`src/rtl/bin2bcd_seq_ctrl.sv`:
```
`default_nettype none
// ---- bin2bcd_seq_ctrl : sequential double-dabble binary-to-BCD converter, one shift per clock (rev 1.0) ----
module bin2bcd_seq_ctrl #(
  parameter int WIDTH  = 8,
  parameter int DIGITS = 3
) (
  input  logic                  clk,
  input  logic                  rst,
  input  logic [WIDTH-1:0]      in_data,
  input  logic                  in_valid,
  output logic                  in_ready,
  output logic [4*DIGITS-1:0]   out_bcd,
  output logic                  out_ovf,
  output logic                  out_valid,
  input  logic                  out_ready,
  output logic                  busy
);
  localparam int CW = $clog2(WIDTH + 1);
  localparam int BW = 4 * DIGITS;
  localparam logic [CW-1:0] LAST = CW'(WIDTH - 1);

  typedef enum logic [1:0] {
    IDLE  = 2'd0,
    SHIFT = 2'd1,
    DONE  = 2'd2
  } state_t;

  state_t           state;
  state_t           state_nx;
  logic [WIDTH-1:0] bin;
  logic [BW-1:0]    bcd;
  logic [BW-1:0]    bcd_corr;
  logic [BW-1:0]    bcd_nx;
  logic             ovf_acc;
  logic             ovf_nx;
  logic [CW-1:0]    cnt;

  // Add-3 correction on every digit in parallel, ahead of the shift.
  for (genvar gi = 0; gi < DIGITS; gi++) begin : g_corr
    assign bcd_corr[4*gi +: 4] = (bcd[4*gi +: 4] >= 4'd5) ? (bcd[4*gi +: 4] + 4'd3)
                                                          : bcd[4*gi +: 4];
  end

  assign bcd_nx = {bcd_corr[BW-2:0], bin[WIDTH-1]};
  assign ovf_nx = ovf_acc | bcd_corr[BW-1];

  always_ff @(posedge clk) begin
    if (rst) state <= IDLE;
    else     state <= state_nx;
  end

  always_comb begin
    state_nx  = state;
    in_ready  = 1'b0;
    out_valid = 1'b0;
    busy      = 1'b0;
    case (state)
      IDLE: begin
        in_ready = 1'b1;
        if (in_valid) state_nx = SHIFT;
      end
      SHIFT: begin
        busy = 1'b1;
        if (cnt == LAST) state_nx = DONE;
      end
      DONE: begin
        out_valid = 1'b1;
        if (out_ready) state_nx = IDLE;
      end
      default: state_nx = IDLE;
    endcase
  end

  always_ff @(posedge clk) begin
    if (rst) begin
      bin     <= '0;
      bcd     <= '0;
      ovf_acc <= 1'b0;
      cnt     <= '0;
      out_bcd <= '0;
      out_ovf <= 1'b0;
    end else begin
      case (state)
        IDLE: begin
          if (in_valid) begin
            bin     <= in_data;
            bcd     <= '0;
            ovf_acc <= 1'b0;
            cnt     <= '0;
          end
        end
        SHIFT: begin
          bin     <= bin << 1;
          bcd     <= bcd_nx;
          ovf_acc <= ovf_nx;
          cnt     <= cnt + CW'(1);
          // Final step: publish the result on the same edge that enters DONE.
          if (cnt == LAST) begin
            out_bcd <= bcd_nx;
            out_ovf <= ovf_nx;
          end
        end
        default: ;
      endcase
    end
  end

endmodule
`default_nettype wire

```
`config.mk`:
```
export PLATFORM = sky130hd
export DESIGN_NAME = bin2bcd_seq_ctrl
export DESIGN_NICKNAME = d
export VERILOG_FILES = /design/src/rtl/bin2bcd_seq_ctrl.sv
export SDC_FILE = /design/constraint.sdc
export NUM_CORES = 1
export LEC_CHECK = 0
export ABC_AREA = 1
export CAP_MARGIN = 0
export CORE_ASPECT_RATIO = 0.8
export CORE_MARGIN = 3
export CORE_UTILIZATION = 40
export CTS_CLUSTER_DIAMETER = 80
export DETAILED_ROUTE_END_ITERATION = 16
export PLACE_DENSITY = 0.72
export SLEW_MARGIN = 0
export SYNTH_ARGS = -nofsm -noshare
export SYNTH_HDL_FRONTEND = slang
export SYNTH_SLANG_ARGS = --single-unit
```
`constraint.sdc`:
```
create_clock -name clk -period 2.7 [get_ports clk]
set_clock_uncertainty 0.1 [all_clocks]
set_input_delay 0.27 -clock clk [delete_from_list [all_inputs] [get_ports clk]]
set_output_delay 0.27 -clock clk [all_outputs]
set_load 0.01 [all_outputs]
```
==> metrics.cfg <==
[pwr]
p_comb_share_pct = 8.0
p_int_w = 0.000842
ir_worst_vdd_mv = 0.274
seqPwrFrac_pct = 54.3
sw_frac_of_total_pct = 24.9
p_sw_w = 0.000279
power_w = 0.00112
p_leak_nw = 1.02
clkPwrFrac_pct = 37.6
p_per_area_nw_per_um2 = 474

[routing]
finalWirelength_um = 4150
via_count = 1822
avgRoutedWirePerCell_um = 10.9
drc = 0
drt_iter0_markers = 70
ant_nets = 0
via_per_inst = 4.79
drtPass1Iterations = 4

[sta]
fin_crit_sh_pct = 72.6
clock.fmax_ghz = 0.510
slew_headroom_pct = 69.0
hold_viol_final = 0
slew_violations = 0
setup_viol = 0
rsz0062_at_grt = false
tightest_slew_ps = 463
fin_crit_ps = 1960
setup_ws_ps = 741
tns_ps = 0

[global_routing]
grt_pass1_wl_um = 7390
antenna_found_initial = 0
grt.total_usage_pct = 15.7
overflow = 0
first_global_vias = 1699
grt_max_degree = 23

[yosys]
synthesis.nets = 310
synth_edf_count = 0
synth_fa_ha_area_share_pct = 4.45
synth_top_family_by_area = simple AND/OR/NAND/NOR gates
synth-seq-cells = 40
synthSimpleGateAreaFrac_pct = 34.4
synth_cell_types = 22
synth_area_leader_cell = dfxtp_1
yosys.area_share.xor_xnor_pct = 0
synth-compound-area-share_pct = 9.54
ys_warn_count = 0
netlist.area_leader.share_pct = 40.7
synthTopCellsByCount = 105 x nand2_1, 40 x dfxtp_1, 34 x inv_1
synthMuxAreaShare_pct = 0.509
syn_inst = 291
netlist_area_um2 = 1970
synth_area_leaders = dfxtp_1 41%, nand2_1 20%, inv_1 6.5%
ys_async_sr_fraction_pct = 0
avgSynthCellArea_um2 = 6.76
yosys_most_used_dff = dfxtp_1
seq_area_frac_synth_pct = 40.7
synth.most_common_cell = nand2_1

[critical_path]
worstSetupPathType = reg2out
crit_arrival_ps = 1590
critPathMaxFanout = 9
required_ps = 2330
regToRegStartpoint = cnt[0]
start_kind = flop
startpoint = state[0]
critPathCaptureType = output port

[placement]
place_inst = 372
dp_hpwl_um = 2840
port_buffers = 27
gp_congestion = 0.807
place_ws_ps = 939

[clock_tree]
cts.sinks = 40
cts_inserted_buffers = 5
clock_latency_ps = 290
cts_hold_buf = 0
cts_tree = yes
cts_resized = 0
post_cts_buffers = 0
clock-root-buffer = clkbuf_8
clkSlewWorstSetupHoldPaths_ps = 80
cts_htree_levels = 2
ctsLongestPathBuffers = 2

[die]
die_h_um = 68.7
start_util_pct = 42.1
num_io_pins = 28
dieWidth_um = 84.4
die-area_um2 = 5800
core_um2 = 4680
std_cell_rows = 22

[layout]
syn_to_final_growth_pct = 20.2
drive_gt1_share_pct = 6.25
nNetsFinal = 338
final_cells = 380
n_antenna_cell = 0

[job]
maxCapViolCount = 0

[hold_path]
hold_path.class = reg2reg
hp-start = bin[0]

[outcome]
status = finished, final reports clean

==> state kept, by name, indices dropped and copies added (netlist names) <==
name	flops
state	2
ovf_acc	1
bcd	12
out_ovf	1
cnt	4
bin	8
out_bcd	12
==> layout by cell type, fill, tap and decap left out <==
cell             instances
clkdlybuf4s50_1         27
o21ai_0                  7
nand2_2                  2
nor3_4                   1
buf_4                    4
clkinv_2                 2
a21oi_1                 23
clkbuf_8                 6
dfxtp_1                 40
a31oi_1                  3
a21oi_2                  1
mux2i_1                  1
inv_1                   34
nand2_1                105
nand3_1                 22
inv_2                    2
nand4_1                  7
nor2_2                   1
o21ai_1                  2
nor2_1                  22
nor2_4                   1
ha_1                     7
==> power groups by stage <==
| stage | clock [W] | sequential, W | combinational [W] |
|---|---|---|---|
| global placement | 0 | 0.000622 | 0.0000895 |
| detailed placement | 0 | 0.000623 | 0.0000899 |
| finish | 0.000422 | 0.000609 | 0.0000902 |
| CTS | 0.000428 | 0.000609 | 0.0000903 |
| global route | 0.000449 | 0.000611 | 0.000102 |
| floorplan | 0 | 0.000621 | 0.0000577 |
==> worst paths after layout <==
kind                              endpoint  slack [ps]  depth (start not counted)
worst min register to register      bin[0]         370                          2
worst max-delay path                  busy         740                          3
worst min-delay path                bin[0]         370                          2
worst max register to register  out_bcd[5]         900                          7
==> area by class of cell <==
| type | count | area (um^2) |
|---|---|---|
| clock buffer | 6 | 82.6 |
| clock inverter | 2 | 10.0 |
| fill | 478 | 2310 |
| inverter | 36 | 135 |
| multi-input combinational | 205 | 962 |
| sequential | 40 | 801 |
| tap | 60 | 75.1 |
| timing repair buffer | 31 | 300 |
==> cell families (layout without fill, tap and decap cells) <==
kind of cell / Yosys count / count (layout)
buffers and inverters: 46 / 75
muxes: 1 / 1
AOI/OAI and AO/OA: 36 / 36
and+or+nand+nor: 161 / 161
adders and majority gates: 7 / 7
DFF: 40 / 40
==> through the flow <==
stage / cell area (um^2) / util [%] / hold slack, ps
after floorplan: 1970 / - / 318
after detailed placement: 2270 / 48.6 / 355
final: 2370 / 50.6 / 368
after global placement: 2270 / 48.6 / 351
after CTS: 2370 / 50.6 / 368
after global routing: 2370 / 50.6 / 388
==> metal layers <==
metal	up-vias	share of wire (%)	global-route usage (%)
met2	43	43	26.3
li1	973	-	-
met5	-	0	0
met1	802	51	20.1
met4	0	0.60	5.53
met3	4	5.3	4.04
==> critical path, cell delays in order (launching register included) <==
cell,delay [ps]
dfxtp_1,400
inv_1,90
nor2_4,220
clkdlybuf4s50_1,590
Note: power is estimated with default switching activity, not from simulation.
